<file path="src/rtl/j1_timer_bank.sv">
// j1_timer_bank: NCH independent prescaled down-counters on the J1 I/O bus.
// Each channel has COUNT, RELOAD, CTRL and STATUS registers. The channel
// index is io_addr[CHB+1:2] and the register is io_addr[1:0]. Expiry sets
// a sticky pending flag, which is cleared by writing 1. irq is the registered
// OR of (pending & ien) over all channels.
module j1_timer_bank #(
  parameter int NCH   = 4,
  parameter int WIDTH = 16,
  parameter int CHB   = (NCH > 1) ? $clog2(NCH) : 1
) (
  input  logic           clk,
  input  logic           reset,
  input  logic           io_sel,
  input  logic           io_wr,
  input  logic           io_rd,
  input  logic [CHB+1:0] io_addr,
  input  logic [15:0]    io_dout,
  output logic [15:0]    io_din,
  output logic           irq
);

  // Per-channel state
  logic [WIDTH-1:0] count_r    [NCH];
  logic [WIDTH-1:0] reload_r   [NCH];
  logic [7:0]       prescale_r [NCH];
  logic [7:0]       pre_r      [NCH];
  logic [NCH-1:0]   en_r;
  logic [NCH-1:0]   periodic_r;
  logic [NCH-1:0]   ien_r;
  logic [NCH-1:0]   pend_r;
  logic             irq_r;

  // Decode and event signals
  logic [CHB-1:0]   ch_idx_s;
  logic [1:0]       reg_s;
  logic             wr_s;
  logic [NCH-1:0]   ch_hit_s;
  logic [NCH-1:0]   wr_count_s;
  logic [NCH-1:0]   wr_reload_s;
  logic [NCH-1:0]   wr_ctrl_s;
  logic [NCH-1:0]   wr_clr_s;
  logic [NCH-1:0]   tick_s;
  logic [NCH-1:0]   expire_s;
  logic [NCH-1:0]   pre_run_s;
  logic [15:0]      chan_rd_s  [NCH];
  logic [15:0]      rd_s;

  // io_rd only exists for bus symmetry; reads have no side effects, and
  // CTRL bits [7:3] of the write data are unused.
  logic             unused_s;
  assign unused_s = ^{io_rd, io_dout};

  assign ch_idx_s = io_addr[CHB+1:2];
  assign reg_s    = io_addr[1:0];
  assign wr_s     = io_sel & io_wr;

  // Address decode, write strobes, prescaler ticks and expiry detection
  always_comb begin
    ch_hit_s    = {NCH{1'b0}};
    wr_count_s  = {NCH{1'b0}};
    wr_reload_s = {NCH{1'b0}};
    wr_ctrl_s   = {NCH{1'b0}};
    wr_clr_s    = {NCH{1'b0}};
    tick_s      = {NCH{1'b0}};
    expire_s    = {NCH{1'b0}};
    pre_run_s   = {NCH{1'b0}};
    for (int i = 0; i < NCH; i++) begin
      // Indices >= NCH match no channel, so they read 0 and drop writes
      ch_hit_s[i]    = (ch_idx_s == CHB'(i));
      wr_count_s[i]  = wr_s & ch_hit_s[i] & (reg_s == 2'd0);
      wr_reload_s[i] = wr_s & ch_hit_s[i] & (reg_s == 2'd1);
      wr_ctrl_s[i]   = wr_s & ch_hit_s[i] & (reg_s == 2'd2);
      wr_clr_s[i]    = wr_s & ch_hit_s[i] & (reg_s == 2'd3) & io_dout[0];
      tick_s[i]      = en_r[i] & (pre_r[i] == prescale_r[i]);
      // A COUNT write in the same cycle swallows the tick entirely
      expire_s[i]    = tick_s[i] & ~wr_count_s[i] & (count_r[i] == {WIDTH{1'b0}});
      // Prescaler advances only while enabled, not ticking, and not being
      // disabled by a CTRL write; enabling from 0 therefore restarts at 0
      pre_run_s[i]   = en_r[i] & ~tick_s[i] & ~(wr_ctrl_s[i] & ~io_dout[0]);
    end
  end

  // Channel registers: counters, prescalers, control, pending flags and irq
  always_ff @(posedge clk) begin
    if (reset) begin
      for (int i = 0; i < NCH; i++) begin
        count_r[i]    <= {WIDTH{1'b0}};
        reload_r[i]   <= {WIDTH{1'b0}};
        prescale_r[i] <= 8'd0;
        pre_r[i]      <= 8'd0;
      end
      en_r       <= {NCH{1'b0}};
      periodic_r <= {NCH{1'b0}};
      ien_r      <= {NCH{1'b0}};
      pend_r     <= {NCH{1'b0}};
      irq_r      <= 1'b0;
    end else begin
      for (int i = 0; i < NCH; i++) begin
        if (wr_count_s[i]) begin
          count_r[i] <= io_dout[WIDTH-1:0];
        end else if (tick_s[i]) begin
          if (count_r[i] != {WIDTH{1'b0}}) begin
            count_r[i] <= count_r[i] - WIDTH'(1'b1);
          end else if (periodic_r[i]) begin
            count_r[i] <= reload_r[i];
          end
        end

        if (wr_reload_s[i]) begin
          reload_r[i] <= io_dout[WIDTH-1:0];
        end

        // A CTRL write takes priority over the one-shot auto-disable
        if (wr_ctrl_s[i]) begin
          en_r[i]       <= io_dout[0];
          periodic_r[i] <= io_dout[1];
          ien_r[i]      <= io_dout[2];
          prescale_r[i] <= io_dout[15:8];
        end else if (expire_s[i] & ~periodic_r[i]) begin
          en_r[i] <= 1'b0;
        end

        pre_r[i] <= pre_run_s[i] ? (pre_r[i] + 8'd1) : 8'd0;

        // Set beats clear when both land in the same cycle
        if (expire_s[i]) begin
          pend_r[i] <= 1'b1;
        end else if (wr_clr_s[i]) begin
          pend_r[i] <= 1'b0;
        end
      end
      irq_r <= |(pend_r & ien_r);
    end
  end

  // Per-channel read values, zero-extended to 16 bits
  always_comb begin
    for (int i = 0; i < NCH; i++) begin
      chan_rd_s[i] = 16'd0;
      case (reg_s)
        2'd0:    chan_rd_s[i][WIDTH-1:0] = count_r[i];
        2'd1:    chan_rd_s[i][WIDTH-1:0] = reload_r[i];
        2'd2:    chan_rd_s[i] = {prescale_r[i], 5'd0, ien_r[i], periodic_r[i], en_r[i]};
        2'd3:    chan_rd_s[i] = {15'd0, pend_r[i]};
        default: chan_rd_s[i] = 16'd0;
      endcase
    end
  end

  // Read mux: OR of the selected channel's value (0 for an unmapped index)
  always_comb begin
    rd_s = 16'd0;
    for (int i = 0; i < NCH; i++) begin
      rd_s = rd_s | (ch_hit_s[i] ? chan_rd_s[i] : 16'd0);
    end
  end

  assign io_din = io_sel ? rd_s : 16'd0;
  assign irq    = irq_r;

endmodule
</file>
<file path="config.mk">
export PLATFORM = sky130hd
export DESIGN_NAME = j1_timer_bank
export DESIGN_NICKNAME = d
export VERILOG_FILES = /design/src/rtl/j1_timer_bank.sv
export SDC_FILE = /design/constraint.sdc
export NUM_CORES = 1
export LEC_CHECK = 0
export ABC_AREA = 0
export CAP_MARGIN = 20
export CORE_MARGIN = 1
export CORE_UTILIZATION = 60
export DETAILED_ROUTE_END_ITERATION = 16
export PLACE_DENSITY_LB_ADDON = 0.1
export RECOVER_POWER = 50
export SLEW_MARGIN = 20
export SYNTH_ARGS = -nofsm -noshare
export SYNTH_HDL_FRONTEND = slang
export SYNTH_SLANG_ARGS = --single-unit
</file>
<file path="constraint.sdc">
create_clock -name clk -period 4 [get_ports clk]
set_clock_uncertainty 0.2 [all_clocks]
set_input_delay 0.8 -clock clk [delete_from_list [all_inputs] [get_ports clk]]
set_output_delay 0.8 -clock clk [all_outputs]
set_load 0.02 [all_outputs]
</file>
==> run summary, run 1 <==
Setup TNS = 0 ns
Internal power = 3810 uW
Total CTS buffers = 23
Final worst path period share = 0.986
Max cap viols = 0
Psw = 1260 uW
Required time worst endpoint = 3.00 ns
Synth unique cells = 63
Synthesized net count = 1229
RSZ-0062 raised after global routing = false
H-tree lvl count = 1
Initial DRC Count = 1148
Critical path endpoint category = output port
Seq pwr share = 0.497
Die Y = 145 um
PD cells = 364 nW/um2
Final period demand of the worst path = 3.95 ns
Worst-path clk slew = 0.06 ns
Worst-path cell chain = clkdlybuf4s50_1 -> buf_12 -> or3_1 -> o22ai_1 -> o21a_1 -> clkdlybuf4s50_1
Dominant synthesized flop cell = edfxtp_1
Crit-path max FO = 9
Vias per cell = 6.32
Hold slack final = 0.301 ns
Initial core utilization = 0.621
Highest clock rate = 253 MHz
Largest net degree at the start of global routing = 27
GP Congestion = 0.943
Final setup margin = 0.0544 ns
Commonest non-fill, non-tap cells in the layout = edfxtp_1, nand2_1, nor2_1
Wire length per cell = 22.9 um
Register bit count reported by yosys = 209
Comb pwr share = 0.101
DP Area = 13300 um2
CP max stage delay = 0.62 ns
First-pass GRT wire length = 53600 um
Final HPWL DP = 25400 um
Buf/Inv on CP = 3
Share of layout cells above drive strength 1 = 0.104
GRT Util Overall = 0.350
Die extent in x = 145 um
Area Growth Syn to Fin = 13.9%
Synth warn = 0
Clk pwr share = 0.402
CTS-repair resized insts = 1
VDD IR max = 0.386 mV
Clock Latency Late Sink = 0.53 ns
Via count = 9731
Ant. Diodes = 0
Leak = 0.00497 uW
Hold Crit Class = reg -> reg
Initial antenna violation count = 1
Crit-path slowest cell = clkdlybuf4s50_1
Boundary Pins = 42
Postcts setup bufs = 0
FFs w/ async S/R, synth = 0
Row count = 51
Overflow after GRT = 0
DRC = 0
CTS root buffer = clkbuf_16
Least-Margin Pin Slew = 1.08 ns
Routed WL = 35200 um
Critical Path AT = 2.95 ns
Synth Instances = 1192
CP startpoint kind = primary input
Bufs on Longest Clock Path = 3
Max-slew headroom = 0.278
Seq/Total Area, Yosys = 0.473
Synth Cell Area = 12200 um2
Setup WS pre-CTS = -0.0251 ns
Critical path type = in -> out
Die area = 21000 um2
Final setup violation count = 0
Sw Ratio = 0.249
Layout Cell Area excl Fill = 13900 um2
Clk sinks = 209
CTS tree = done
IO buf count = 40
Status = finished clean
Post-cts hold buffer count = 0
Most common cell after layout, fill and taps aside = edfxtp_1
Largest delay share family, worst path = buffers and inverters
Core area = 19700 um2
1st-pass router iterations = 6
Final slew viol count = 0
Most frequent CP cell = clkdlybuf4s50_1
Nets = 1295
Vias in the first global route = 9289
Number of enable flip-flop cells after synthesis = 160
Avg Inst Size Synth = 10.3 um2
Final Hold Fails = 0
Final ANT Viol Nets = 0
[area by class of cell]
class                   instances  area (um2)
clock buffers                  31         636
multi-input cells             895        6090
repair buffers                110         947
inverters                      19        71.3
clock inverters                11        81.3
flip-flops and latches        209        5790
fillers                      1444        5770
well taps                     265         332
[cell usage after synthesis, drive strengths merged (7+ instances only)]
| library cell | number | area, um2 |
|---|---|---|
| or3 | 7 | 43.8 |
| xnor2 | 66 | 578 |
| and2 | 104 | 651 |
| o21ai | 81 | 405 |
| and3 | 14 | 87.6 |
| inv | 18 | 67.6 |
| a21oi | 22 | 110 |
| buf | 26 | 149 |
| nand2b | 8 | 50.1 |
| nand3 | 38 | 190 |
| ha | 12 | 150 |
| nand2 | 121 | 454 |
| edfxtp | 160 | 4800 |
| xor2 | 39 | 342 |
| nor4 | 18 | 146 |
| o21a | 13 | 97.6 |
| dfxtp | 49 | 981 |
| nor2b | 10 | 62.6 |
| a22oi | 8 | 60.1 |
| clkbuf | 43 | 161 |
| a221o | 12 | 120 |
| a211oi | 11 | 82.6 |
| nor2 | 94 | 353 |
| nand4 | 14 | 93.8 |
| o211ai | 14 | 150 |
| mux2i | 74 | 741 |
| mux4 | 20 | 450 |
| nor3 | 33 | 165 |
[state kept, by name (all words and copies together) (netlist names)]
| name | count |
|---|---|
| en_r | 4 |
| pend_r | 4 |
| irq | 1 |
| reload_r | 64 |
| ien_r | 4 |
| count_r | 64 |
| periodic_r | 4 |
| pre_r | 32 |
| prescale_r | 32 |
[per-stage QoR]
step	utilization	std cells	total power, uW
floorplan	-	1192	2820
finish	0.707	1540	5080
CTS	0.710	1540	5080
detailed placement	0.674	1498	3070
global route	0.707	1540	5220
global placement	0.674	1498	3060
[final timing paths]
path / startpoint / endpoint / slack (ns) / depth (start not counted)
hold / removal: pend_r[1] / pend_r[1] / 0.30 / 2
setup reg to reg: count_r[1][13] / count_r[1][14] / 0.77 / 5
setup / recovery: io_addr[3] / io_din[5] / 0.05 / 6
hold reg to reg: pend_r[1] / pend_r[1] / 0.30 / 2
[worst min-delay path, cell delays in order, from the launching register on]
cell and delay [ns]:
dfxtp_1 0.32, o21ai_0 0.07, a21oi_1 0.06
[kinds of logic after synthesis]
| group | after synthesis | synth area share |
|---|---|---|
| flip-flops | 209 | 0.473 |
| AND/OR/NAND/NOR | 492 | 0.208 |
| buffers and inverters | 88 | 0.0312 |
| XOR/XNOR | 105 | 0.0751 |
| multiplexers | 94 | 0.0973 |
| adder cells (fa/ha/maj) | 12 | 0.0123 |
| AO/OA/AOI/OAI | 192 | 0.104 |
[metal layers]
| metal | global-route usage | wire, um |
|---|---|---|
| met2 | 0.546 | 15800 |
| met1 | 0.474 | 13900 |
| met5 | 0 | 18 |
| met4 | 0.158 | 1630 |
| met3 | 0.0668 | 3870 |
[power groups by stage]
stage / Combinational, uW / Clock [uW] / Sequential (uW)
6_report: 512 / 2040 / 2520
5_1_grt: 540 / 2150 / 2530
4_1_cts: 507 / 2050 / 2520
3_5_place_dp: 505 / 0 / 2560
3_3_place_gp: 498 / 0 / 2560
2_1_floorplan: 290 / 0 / 2530
Power figures use the tool's default switching activity.
==> run 2, diff against run 1 <==
--- a/config.mk
+++ b/config.mk
@@ -9,7 +9,9 @@
 export CAP_MARGIN = 20
 export CORE_MARGIN = 1
 export CORE_UTILIZATION = 60
+export CTS_BUF_LIST = sky130_fd_sc_hd__clkbuf_16
 export DETAILED_ROUTE_END_ITERATION = 16
+export GPL_TIMING_DRIVEN = 0
 export PLACE_DENSITY_LB_ADDON = 0.1
 export RECOVER_POWER = 50
 export SLEW_MARGIN = 20
==> run 2 against run 1 <==
Net effect: worst setup slack worse by 0.019 ns; sequential power hardly changed; hold slack got worse by 0.023 ns; largest power group unchanged; largest cell class unchanged.
==> run summary, run 2 (synthesis gave the netlist of run 1 again) <==
Final period demand of the worst path = 3.96 ns
Ant. Diodes = 0
Final worst path period share = 0.991
Critical Path AT = 2.96 ns
Fillers = 1497
Area Growth Syn to Fin = 13.8%
Most frequent CP cell = clkbuf_8
Clock Latency Late Sink = 0.53 ns
Least-Margin Pin Slew = 1.21 ns
Crit-path slowest cell = mux4_2
Vias per cell = 6.50
Tot Pwr = 5230 uW
CTS tree = done
Sequential cell area = 5790 um2
Critical path type = in -> out
RSZ-0062 raised after global routing = false
Via count = 10034
VDD IR max = 0.342 mV
Bufs on Longest Clock Path = 3
Postcts setup bufs = 0
Clk sinks = 209
Nets = 1297
First-pass GRT wire length = 57000 um
Worst-path clk slew = 0.05 ns
Initial core utilization = 0.621
R2R cell count = 6
Total CTS buffers = 24
Largest net degree at the start of global routing = 17
Initial DRC Count = 1206
Most common cell after layout, fill and taps aside = edfxtp_1
Critical path endpoint category = output port
Stages on worst setup path = 8
PD cells = 376 nW/um2
CTS root buffer = clkbuf_16
Die Y = 145 um
Overflow after GRT = 0
Boundary Pins = 42
GP Congestion = 0.991
Buf/Inv on CP = 4
IO buf count = 38
Hold slack final = 0.278 ns
Leak = 0.00498 uW
Final ANT Viol Nets = 0
Initial antenna violation count = 1
Hold Crit Class = reg -> reg
GRT Util Overall = 0.377
CP startpoint kind = primary input
Post-cts hold buffer count = 0
Routed WL = 38200 um
Top flop regs = count_r (64), reload_r (64)
Commonest non-fill, non-tap cells in the layout = edfxtp_1, nand2_1, nor2_1
Multi-input logic area = 6140 um2
Setup crit start = io_addr[1]
Crit path to = io_din[13]
Wire length per cell = 24.8 um
Die area = 21000 um2
DRC = 0
Reg2reg end = count_r[2][10]
Final slew viol count = 0
Final HPWL DP = 27700 um
CP max stage delay = 0.52 ns
CTS-repair resized insts = 78
H-tree lvl count = 1
Share of layout cells above drive strength 1 = 0.0923
Reg2Reg Setup Slack = 0.46 ns
Final Hold Fails = 0
Max cap viols = 0
Final setup violation count = 0
Vias in the first global route = 9545
Die extent in x = 145 um
Highest clock rate = 252 MHz
Core area = 19700 um2
Max-slew headroom = 0.183
Largest delay share family, worst path = buffers and inverters
Crit-path max FO = 10
Worst flop-to-flop path startpoint = count_r[2][3]
1st-pass router iterations = 6
Status = finished clean
Worst-path cell chain = clkdlybuf4s15_2 -> clkbuf_8 -> clkbuf_8 -> mux2i_1 -> o21ai_0 -> mux4_2 -> and2_1 -> dlygate4sd2_1
Required time worst endpoint = 3.00 ns
Row count = 51
==> run 2: cell types whose count changed in the layout (fill, tap and decap cells not counted), moves of 9 or more <==
cell,previous run,this run
dlygate4sd2_1,0,15
buf_2,0,11
clkdlybuf4s50_1,35,17
o21ai_0,76,67
clkbuf_1,22,39
buf_4,47,4
==> run 2: worst min path at each step <==
stage	from	to	slack [ns]	cells after the start
2_1_floorplan	pre_r[2][0]	pre_r[2][0]	0.24	1
3_3_place_gp	pre_r[2][0]	pre_r[2][0]	0.26	1
3_5_place_dp	pre_r[2][0]	pre_r[2][0]	0.27	1
4_1_cts	pre_r[2][0]	pre_r[2][0]	0.28	1
5_1_grt	pre_r[2][0]	pre_r[2][0]	0.31	1
6_report	pre_r[2][0]	pre_r[2][0]	0.28	1
==> run 2: per-stage QoR <==
stage | cell area [um2] | util | std cells | setup slack [ns] | setup TNS [ns]
6_report | 13900 | 0.706 | 1543 | 0.0351 | 0
5_1_grt | 13900 | 0.706 | 1543 | 0.0216 | 0
4_1_cts | 14000 | 0.708 | 1543 | -0.0791 | -0.0791
3_5_place_dp | 13000 | 0.660 | 1499 | -1.42 | -35.96
3_3_place_gp | 13000 | 0.657 | 1495 | -1.39 | -80.02
2_1_floorplan | 12200 | - | 1192 | 0.437 | 0
==> run 2: layout make-up <==
type,count,area share
Multi-Input combinational cell,895,0.441
Sequential cell,209,0.415
Clock buffer,28,0.0503
Buffer,69,0.0303
Timing Repair Buffer,42,0.0275
Tap cell,265,0.0238
Clock inverter,16,0.00665
Inverter,19,0.00512
==> run 2: worst register-to-register path: cells and delay by family, from the launching register on <==
kind                   cells  cell delay, ns
and+or+nand+nor            3            1.48
buffers and inverters      1            0.45
DFF                        1            0.52
AOI/OAI and AO/OA          2            0.45
==> run 2: layer usage <==
layer	vias to the layer above	GRT usage	routed length [um]
li1	4462	-	-
met1	4806	0.508	14600
met2	626	0.560	16400
met3	140	0.0921	4800
met4	0	0.205	2370
met5	-	0	0
==> run 2: power breakdown <==
part           switching, uW  total (uW)  internal, uW
registers                103        2530          2430
clock network            882        2190          1300
logic                    321         514           193
total                   1310        5230          3930
